--- config.mk ---
export PLATFORM = sky130hd
export DESIGN_NAME = reg_file_8x8
export DESIGN_NICKNAME = d
export VERILOG_FILES = /design/src/rtl/reg_file_8x8.sv
export SDC_FILE = /design/constraint.sdc
export NUM_CORES = 1
export LEC_CHECK = 0
export CAP_MARGIN = 10
export CORE_ASPECT_RATIO = 0.9
export CORE_MARGIN = 4
export CORE_UTILIZATION = 45
export DETAILED_ROUTE_END_ITERATION = 7
export GPL_TIMING_DRIVEN = 0
export HOLD_SLACK_MARGIN = 0.06
export PLACE_DENSITY = 0.78
export SLEW_MARGIN = 40
export SYNTH_ARGS = -nofsm -noshare
export SYNTH_HDL_FRONTEND = slang
export SYNTH_SLANG_ARGS = --single-unit
--- constraint.sdc ---
create_clock -name CLK -period 1.65 [get_ports CLK]
set_clock_uncertainty 0.2 [all_clocks]
set_input_delay 0.33 -clock CLK [delete_from_list [all_inputs] [get_ports CLK]]
set_output_delay 0.33 -clock CLK [all_outputs]
set_load 0.01 [all_outputs]
--- src/rtl/reg_file_8x8.sv ---
// 8-entry register file with one write port and two combinational read ports.
// Optional write-to-read forwarding is selected by the BYPASS parameter.
module reg_file_8x8 #(
    parameter int DATA_W = 8,
    parameter bit BYPASS = 1'b0
) (
    input  logic              CLK,
    input  logic              RESET,
    input  logic [DATA_W-1:0] IN,
    input  logic [2:0]        INADDRESS,
    input  logic              WRITE,
    input  logic [2:0]        OUT1ADDRESS,
    input  logic [2:0]        OUT2ADDRESS,
    output logic [DATA_W-1:0] OUT1,
    output logic [DATA_W-1:0] OUT2
);

    logic [DATA_W-1:0] r_regs [8];
    logic [DATA_W-1:0] w_out1;
    logic [DATA_W-1:0] w_out2;

    // NOTE: the array is reset as a whole because every index must read 0 after reset,
    // which rules out a plain RAM macro here; non-blocking updates keep reads pre-edge.
    always_ff @(posedge CLK or negedge RESET) begin
        if (!RESET) begin
            for (int i = 0; i < 8; i++) begin
                r_regs[i] <= '0;
            end
        end else if (WRITE) begin
            r_regs[INADDRESS] <= IN;
        end
    end

    // NOTE: each output gets its stored value first, so no path leaves it unassigned.
    always_comb begin
        w_out1 = r_regs[OUT1ADDRESS];
        w_out2 = r_regs[OUT2ADDRESS];
        if (BYPASS && WRITE && RESET) begin
            if (OUT1ADDRESS == INADDRESS) w_out1 = IN;
            if (OUT2ADDRESS == INADDRESS) w_out2 = IN;
        end
        // Forced low during reset so forwarded write data never leaks out.
        if (!RESET) begin
            w_out1 = '0;
            w_out2 = '0;
        end
    end

    assign OUT1 = w_out1;
    assign OUT2 = w_out2;

endmodule

# Yosys cells after proc, flatten, opt, wreduce, memory -nomap -nowiden
# Index checks and enable logic that the tools add are counted.
# op_classes
magnitude_cmp	4
n_mux	11
bitwise	3
reduce_logical	1
# op_table
op	count
$bwmux W64	1
$mux W8	7
$bmux W8 S3	2
$demux W8 S3	1
$ge A4 B4 Y1 const B	3
$not A3 Y4	3
$lt A4 B1 Y1 const B	1
$logic_and A1 B1 Y1	1
# word_totals
reg_bits	64

# Depth between registers and ports, before layout
# Gate-level depths: netlist (run 1).
# depth
depth_word	6
depth_mapped	5
ltp_nobuf	3

# Worst setup path after synthesis (run 1)
# No wires, ideal clock.
# synth_path
kind	in2out
from	in OUT1ADDRESS[1]
to	out OUT1[5]
t_arrival_ns	1.339
setup_slack_ns	-0.219
path_stages	5
n_path_buf	2
cell_sequence	buf_6 > buf_6 > mux4_1 > mux2i_1 > nor2_1
# synth_via
elab_chain_len	5
# synth_lines
element	line_no	text
start, declared	12	input logic [2:0] OUT1ADDRESS,
$not A3 Y4 (not written as such)	36	w_out1 = r_regs[OUT1ADDRESS];
$bmux W8 S3	36	
$mux W8 (not written as such) (2 in a row)	36	
$mux W8	43	if (!RESET) begin
end, declared	14	output logic [DATA_W-1:0] OUT1,
# Every way passes these cells. The select of a mux whose other input is x is not followed.

# Final worst setup path (run 1)
# layout_path
from	reg r_regs[20] in the netlist's numbering
to	out OUT2[4]
# layout_via
elab_chain_len	4
# layout_lines
element	line_no	text
start, declared	18	logic [DATA_W-1:0] r_regs [8];
start signal, assigned by index	27	r_regs[i] <= '0;
start signal, assigned by index	30	r_regs[INADDRESS] <= IN;
$bmux W8 S3	37	w_out2 = r_regs[OUT2ADDRESS];
$mux W8 (not written as such) (2 in a row)	37	
$mux W8	43	
end, declared	15	output logic [DATA_W-1:0] OUT2
# Every way passes these cells. The select of a mux whose other input is x is not followed.

==> results of run 1 <==
## final timing paths
check / startpoint / end / slack, ns / cells after the start
worst max-delay path: r_regs[20] / OUT2[4] / -0.47 / 4
worst min-delay path: RESET / r_regs[1] / 0.13 / 5
min in group CLK: r_regs[19] / r_regs[19] / 0.33 / 1
worst max register to register: r_regs[34] / r_regs[34] / 0.54 / 2
worst min register to register: r_regs[19] / r_regs[19] / 0.33 / 1
max in group asynchronous: RESET / r_regs[13] / 0.39 / 5
## through the flow
stage / hold slack (ns) / total power, uW / TNS [ns] / utilization
after floorplan: -0.166 / 2980 / -2.13 / -
after global placement: 0.297 / 3320 / -200.00 / 0.513
after detailed placement: 0.0326 / 3390 / -35.42 / 0.516
after CTS: 0.327 / 4710 / -11.11 / 0.547
after global routing: 0.173 / 4940 / -7.81 / 0.551
final: 0.128 / 4700 / -6.88 / 0.551
## cells by family after synthesis
family	count (synthesis)	synth area share
muxes	112	0.476
DFF	64	0.447
and+or+nand+nor	26	0.0486
buffers and inverters	16	0.0286
## area by class of cell
| cell class | count | area, um^2 | area share |
|---|---|---|---|
| multi-input cells | 138 | 1780 | 0.422 |
| clock inverters | 5 | 57.6 | 0.0136 |
| repair buffers | 43 | 377 | 0.0892 |
| inverters | 1 | 7.51 | 0.00178 |
| well taps | 96 | 120 | 0.0285 |
| plain buffers | 15 | 145 | 0.0344 |
| clock buffers | 11 | 131 | 0.0311 |
| flip-flops and latches | 64 | 1600 | 0.379 |
## timing repair
item / 4_1_cts / 5_1_grt
cloned: 1 / 0
pin swaps: 10 / 5
buffers inserted: 6 / 4
hold buffers: 5 / 1
endpoints found under the setup margin: 24 / 32
resized for setup: 83 / 0
hold endpoints to repair: 64 / 16
## routing by layer
metal	vias to the layer above	global-route usage
met5	-	0
met4	0	0.0426
met3	7	0.0331
met2	63	0.311
met1	1146	0.254
li1	952	-
## power breakdown
| part | internal (uW) | switching (uW) | leakage, uW | total [uW] |
|---|---|---|---|---|
| registers | 1920 | 247 | 0.000768 | 2160 |
| logic | 805 | 435 | 0.000950 | 1240 |
| clock network | 698 | 597 | 0.0000973 | 1300 |
## synth_stat cells, types with 2 or more instances
library cell and number:
mux2_2 64, nand4b_1 3, mux4_1 27, clkbuf_1 3
nor2_1 16, mux2i_1 16, dfrtp_1 64, buf_2 6
buf_6 4, mux4_2 5, nor3b_4 2
## critical path, stage by stage (launching register included)
cell and delay (ns):
dfrtp_1 0.41, mux4_2 0.47, mux2i_1 0.16, nor2_1 0.07
buf_2 0.14
==> flow_metrics.env, run 1 <==
export IMPL_period_share=1.28
export IMPL_worst_pin_slew_ns=0.660
export IMPL_gp_congestion=0.760
export IMPL_dpl_cell_count=340
export IMPL_drtPass1Iterations=4
export IMPL_setup_violations_final=16
export IMPL_finalCriticalPeriod_ns=2.12
export IMPL_cts_tree="yes"
export IMPL_synth_cell_types=19
export IMPL_async_flop_share=1.00
export IMPL_synth_top_area_share=0.447
export IMPL_synth_top_cell_by_area="dfrtp_1"
export IMPL_rows=30
export IMPL_vias_per_cell=5.81
export IMPL_pre_cts_slack_ns=-1.18
export IMPL_dr_wl_met2_um=4300
export IMPL_cts_max_level=3
export IMPL_ant_nets=0
export IMPL_critPathKind="flop to output port"
export IMPL_ios=36
export IMPL_antenna_found_initial=0
export IMPL_layout_common_cells="mux2_2 (64), dfrtp_1 (64), mux4_2 (32)"
export IMPL_largest_reg_flops=64
export IMPL_hold_viol=0
export IMPL_num_nets_final=292
export IMPL_hpwl_um=5160
export IMPL_coreArea_mm2=0.00766
export IMPL_placed_area_mm2=0.00395
export IMPL_cp_data_required_time_ns=1.12
export IMPL_drt_initial_drc_count=151
export IMPL_max_vdd_ir_drop_mv=0.734
export IMPL_min_path_type="input port to asynchronous set/reset pin"
export IMPL_cts_buffers=9
export IMPL_overflow=0
export IMPL_cts_buffer_depth=2
export IMPL_start_util=0.468
export IMPL_final_setup_worst_slack_ns=-0.466
export IMPL_netlist_area_mm2=0.00358
export IMPL_cellLeakagePower_uw=0.00182
export IMPL_syn_to_final_growth_pct=17.9
export IMPL_fin_cells=373
export IMPL_met3_length_um=382
export IMPL_dieWidth_um=102
export IMPL_grt_max_degree=23
export IMPL_setup_worst_path_start_class="flop"
export IMPL_vias=2168
export IMPL_highest_layer="met4"
export IMPL_synth_edf_count=0
export IMPL_violations="negative setup slack"
export IMPL_arrival_ns=1.59
export IMPL_die_y_um=92.6
export IMPL_insertion_delay_ns=0.33
export IMPL_synth_fp_nets=238
export IMPL_wl_per_cell_um=22.1
export IMPL_slew_headroom=0.558
export IMPL_wl_um=8260
export IMPL_biggestRegsByFlops="r_regs (64)"
export IMPL_rsz0062_at_grt="yes"
export IMPL_slew_violations=0
export IMPL_largest_register="r_regs"
export IMPL_layout_drive_gt1_share=0.592
export IMPL_synthFlopType="dfrtp_1"
export IMPL_synth_seq_area_share=0.447
export IMPL_die_area_mm2=0.00945
export IMPL_end_kind="output port"
export IMPL_ys_ff_latch=64
export IMPL_grt_usage=0.186
export IMPL_grt_pass1_wl_um=12800
export IMPL_grt_pass1_vias=2304
export IMPL_synth_area_leaders="dfrtp_1 (45%), mux2_2 (20%), mux4_1 (20%)"
export IMPL_outcome="finished with violations"
export IMPL_fmax_ghz=0.473
export IMPL_m1WireLength_um=3510
export IMPL_synthesis_instances=218
export IMPL_yosys_warnings=0
export IMPL_cts_root_buf="clkbuf_8"
export IMPL_power_density_mw_per_mm2=1110
export IMPL_io_buffers=25
export IMPL_drv_cap=0
export IMPL_clk_pin_slew_ns=0.08
export IMPL_drc=0
export IMPL_diodes=0
export IMPL_cts_num_sinks=64
export IMPL_final_fill_count=670
export IMPL_cp_max_fo=3
export IMPL_syn_area_per_cell_um2=16.4
export IMPL_final_area_mm2=0.00422
No activity file was read; power rests on OpenSTA's default activity.
==> run 2: changes to the inputs <==
--- a/config.mk
+++ b/config.mk
@@ -6,5 +6,5 @@
 export NUM_CORES = 1
 export LEC_CHECK = 0
-export CAP_MARGIN = 10
+export CAP_MARGIN = 25
 export CORE_ASPECT_RATIO = 0.9
 export CORE_MARGIN = 4
@@ -14,4 +14,5 @@
 export HOLD_SLACK_MARGIN = 0.06
 export PLACE_DENSITY = 0.78
+export SETUP_SLACK_MARGIN = 0.1
 export SLEW_MARGIN = 40
 export SYNTH_ARGS = -nofsm -noshare
==> constraint.sdc (replaced) <==
create_clock -name CLK -period 1.65 [get_ports CLK]
set_clock_uncertainty 0.2 [all_clocks]
set_input_delay 0.165 -clock CLK [delete_from_list [all_inputs] [get_ports CLK]]
set_output_delay 0.165 -clock CLK [all_outputs]
set_load 0.01 [all_outputs]
==> flow_metrics.env, run 2 (synthesis results as in run 1) <==
export IMPL_outcome="finished with violations"
export IMPL_violations="negative hold slack, negative setup slack"
export IMPL_cts_max_level=3
export IMPL_ios=36
export IMPL_grt_pass1_wl_um=13200
export IMPL_finalCriticalPeriod_ns=1.95
export IMPL_ant_nets=0
export IMPL_end_kind="output port"
export IMPL_largest_register="r_regs"
export IMPL_dpl_cell_count=340
export IMPL_rows=30
export IMPL_clk_pin_slew_ns=0.07
export IMPL_slew_violations=0
export IMPL_biggestRegsByFlops="r_regs (64)"
export IMPL_cellLeakagePower_uw=0.00176
export IMPL_drtPass1Iterations=4
export IMPL_diodes=0
export IMPL_cts_num_sinks=64
export IMPL_placed_area_mm2=0.00398
export IMPL_hpwl_um=5120
export IMPL_period_share=1.18
export IMPL_rsz0062_at_grt="yes"
export IMPL_setup_violations_final=16
export IMPL_io_buffers=25
export IMPL_slew_headroom=0.520
export IMPL_antenna_found_initial=0
export IMPL_grt_pass1_vias=2295
export IMPL_drc=0
export IMPL_critPathKind="flop to output port"
export IMPL_cp_max_fo=3
export IMPL_dieWidth_um=102
export IMPL_start_util=0.468
export IMPL_layout_drive_gt1_share=0.586
export IMPL_overflow=0
export IMPL_num_nets_final=282
export IMPL_pre_cts_slack_ns=-0.886
export IMPL_coreArea_mm2=0.00766
export IMPL_cp_data_required_time_ns=1.28
export IMPL_finish_utilization=0.538
export IMPL_arrival_ns=1.59
export IMPL_min_path_type="input port to asynchronous set/reset pin"
export IMPL_worst_pin_slew_ns=0.716
export IMPL_max_vdd_ir_drop_mv=0.727
export IMPL_cts_tree="yes"
export IMPL_fin_cells=362
export IMPL_setup_worst_path_start_class="flop"
export IMPL_gp_congestion=0.777
export IMPL_die_area_mm2=0.00945
export IMPL_cts_buffer_depth=2
export IMPL_die_y_um=92.6
export IMPL_drt_initial_drc_count=108
export IMPL_vias_per_cell=5.96
export IMPL_layout_common_cells="mux2_2 (64), dfrtp_1 (64), mux4_2 (32)"
export IMPL_holdWs_ns=-0.320
export IMPL_grt_usage=0.191
export IMPL_wl_um=8140
export IMPL_cts_root_buf="clkbuf_8"
export IMPL_cts_buffers=9
export IMPL_drv_cap=0
export IMPL_wl_per_cell_um=22.5
export IMPL_syn_to_final_growth_pct=15.0
export IMPL_power_density_mw_per_mm2=1180
export IMPL_insertion_delay_ns=0.35
export IMPL_largest_reg_flops=64
export IMPL_vias=2157
export IMPL_fmax_ghz=0.513
export IMPL_grt_max_degree=39
export IMPL_hold_viol=64
export IMPL_reg2reg_depth=2
export IMPL_final_area_mm2=0.00412
export IMPL_final_setup_worst_slack_ns=-0.301
==> run 2: cell count changes in the layout (fill, tap and decap cells not counted), sizes merged <==
cell,change
buf,-7
clkbuf,+1
bufinv,+1
dlygate4sd3,-2
clkinv,-3
bufbuf,-1
==> run 2: repair_timing <==
item | CTS | global route
hold endpoints to repair | 64 | 64
resized for setup | 96 | 1
hold buffers | 2 | 1
endpoints found under the setup margin | 16 | 16
setup buffers | 2 | 2
pin swaps | 3 | 1
==> run 2: critical path, cell delays in order, from the launching register on <==
cell,delay [ns]
dfrtp_1,0.41
mux4_2,0.47
mux2i_1,0.14
nor2_1,0.07
buf_2,0.14
==> run 2: layer usage <==
layer,track usage,vias to the layer above,part of all wire
met2,0.290,78,0.48
met4,0.0689,0,0.020
met3,0.0497,16,0.065
met5,0,-,0
li1,-,935,-
met1,0.266,1128,0.43
==> run 2: final cells by class <==
| class | instances | area, um^2 |
|---|---|---|
| fillers | 668 | 3540 |
| multi-input cells | 138 | 1780 |
| flip-flops and latches | 64 | 1600 |
| repair buffers | 33 | 282 |
| clock buffers | 12 | 155 |
| well taps | 96 | 120 |
| plain buffers | 15 | 105 |
| clock inverters | 3 | 65.1 |
| inverters | 1 | 7.51 |
==> run 2: path summary, 6_finish.rpt <==
kind / start / to / slack (ns)
worst max-delay path: r_regs[22] / OUT1[6] / -0.30
worst min-delay path: RESET / r_regs[36] / -0.32
worst max register to register: r_regs[36] / r_regs[36] / 0.55
worst min register to register: r_regs[0] / r_regs[0] / 0.33
max in group asynchronous: RESET / r_regs[18] / 1.13
min in group CLK: INADDRESS[0] / r_regs[52] / 0.20
==> run 2: per-stage QoR <==
stage / setup TNS [ns] / total power (uW)
floorplan: 0 / 2940
global placement: -170.36 / 3280
detailed placement: -18.94 / 3350
CTS: -4.47 / 4880
global route: -5.54 / 5120
finish: -4.24 / 4870
==> run 2: report_power, final <==
part | internal, uW | total [uW] | switching, uW
Sequential | 1920 | 2180 | 260
Clock | 923 | 1520 | 595
Combinational | 756 | 1170 | 415
Total | 3600 | 4870 | 1270
==> run 3: changes to the inputs <==
- CORE_UTILIZATION: 45 -> 52
- PLACE_DENSITY: 0.78 -> 0.87
==> flow_metrics.env, run 3 (synthesis results as in run 1) <==
export IMPL_slew_violations=0
export IMPL_diodes=0
export IMPL_overflow=0
export IMPL_start_util=0.541
export IMPL_largest_register="r_regs"
export IMPL_critPathKind="flop to output port"
export IMPL_syn_to_final_growth_pct=14.4
export IMPL_num_nets_final=287
export IMPL_finalCriticalPeriod_ns=1.96
export IMPL_fmax_ghz=0.511
export IMPL_final_fill_count=514
export IMPL_cellLeakagePower_uw=0.00177
export IMPL_cts_max_level=3
export IMPL_cp_max_fo=3
export IMPL_arrival_ns=1.59
export IMPL_hpwl_um=5280
export IMPL_ios=36
export IMPL_clk_pin_slew_ns=0.07
export IMPL_io_buffers=25
export IMPL_antenna_found_initial=0
export IMPL_grt_pass1_vias=2328
export IMPL_path_buf_inv=1
export IMPL_drtPass1Iterations=4
export IMPL_layout_common_cells="mux2_2 (64), dfrtp_1 (64), mux4_2 (32)"
export IMPL_cts_num_sinks=64
export IMPL_worst_pin_slew_ns=0.685
export IMPL_max_vdd_ir_drop_mv=0.837
export IMPL_cts_buffer_depth=2
export IMPL_wl_per_cell_um=22.8
export IMPL_cp_data_required_time_ns=1.28
export IMPL_end_kind="output port"
export IMPL_p_total_uw=4760
export IMPL_wl_um=8240
export IMPL_die_y_um=86.7
export IMPL_r2r_start="r_regs[37]"
export IMPL_path_cells="mux4_2, mux2i_1, nor2_1, buf_2"
export IMPL_ant_nets=0
export IMPL_drv_cap=0
export IMPL_dieWidth_um=95.5
export IMPL_gp_congestion=0.801
export IMPL_vias_per_cell=6.09
export IMPL_cts_root_buf="clkbuf_8"
export IMPL_cpPeakStageDelay_ns=0.47
export IMPL_setup_violations_final=16
export IMPL_period_share=1.19
export IMPL_drt_initial_drc_count=176
export IMPL_vias=2204
export IMPL_hold_viol=64
export IMPL_violations="negative hold slack, negative setup slack"
export IMPL_pre_cts_slack_ns=-0.882
export IMPL_rows=28
export IMPL_cpLargestDelayFamily="multiplexers"
export IMPL_reg2reg_to="r_regs[37]"
export IMPL_r2r_slack_ns=0.43
export IMPL_power_density_mw_per_mm2=1160
export IMPL_grt_max_degree=38
export IMPL_setup_worst_path_start_class="flop"
export IMPL_worst_path_max_delay_cell="mux4_2"
export IMPL_reg2reg_depth=3
export IMPL_seqCellArea_mm2=0.00160
export IMPL_holdWs_ns=-0.468
export IMPL_die_area_mm2=0.00828
export IMPL_final_area_mm2=0.00410
export IMPL_slew_headroom=0.541
export IMPL_multi_input_area_mm2=0.00178
export IMPL_placed_area_mm2=0.00397
export IMPL_cts_buffers=9
export IMPL_rsz0062_at_grt="yes"
export IMPL_cts_tree="yes"
export IMPL_final_setup_worst_slack_ns=-0.308
export IMPL_grt_pass1_wl_um=12900
export IMPL_grt_usage=0.220
export IMPL_layout_drive_gt1_share=0.588
export IMPL_insertion_delay_ns=0.33
export IMPL_biggestRegsByFlops="r_regs (64)"
export IMPL_cts_hold_buf=1
export IMPL_largest_reg_flops=64
export IMPL_coreArea_mm2=0.00662
export IMPL_outcome="finished with violations"
export IMPL_min_path_type="input port to asynchronous set/reset pin"
export IMPL_drc=0
[run 3: how the worst max path moves through the flow]
stage | from | endpoint | slack (ns) | cells after the start
6_report | r_regs[23] | OUT1[7] | -0.31 | 4
5_1_grt | r_regs[53] | OUT2[5] | -0.39 | 4
4_1_cts | r_regs[7] | OUT1[7] | -0.31 | 4
3_5_place_dp | RESET | OUT2[5] | -0.88 | 6
3_3_place_gp | RESET | OUT2[5] | -3.37 | 5
2_1_floorplan | OUT1ADDRESS[1] | OUT1[5] | 0.11 | 5
[run 3: layout make-up]
type                            instances  area share
Inverter                                1    0.000916
Multi-Input combinational cell        138       0.435
Tap cell                               90      0.0275
Timing Repair Buffer                   38      0.0718
Clock buffer                           13      0.0388
Sequential cell                        64       0.391
Buffer                                 15      0.0256
Clock inverter                          3     0.00977
[run 3: stage by stage]
stage	setup TNS (ns)	utilization	std cells	hold WS, ns
floorplan	0	-	218	-0.331
global placement	-172.08	0.596	333	0.294
detailed placement	-18.68	0.599	334	-0.0878
CTS	-4.52	0.617	360	-0.480
global route	-5.54	0.619	362	-0.481
finish	-4.29	0.619	362	-0.468
[run 3: what timing repair did]
action / 4_1_cts / 5_1_grt
setup endpoints to repair: 16 / 16
buffers inserted: 9 / 2
gates cloned: 0 / 0
pin swaps: 1 / 3
endpoints found under the hold margin: 64 / 64
resized for setup: 96 / 0
[run 3: per-layer routing]
metal  track usage  share of wire
met5             0              0
met4        0.0724          0.013
met3        0.0625          0.085
met2         0.343           0.48
met1         0.301           0.42
[run 3: worst reg2reg max path: stages, from the launching register on]
cell     delay (ns)
dfrtp_1        0.40
buf_4          0.14
buf_4          0.12
mux2_2         0.25
[run 3: power by group]
group | switching [uW] | internal [uW] | total [uW]
Sequential | 260 | 1920 | 2180
Clock | 566 | 776 | 1340
Combinational | 447 | 797 | 1240
Total | 1270 | 3490 | 4760
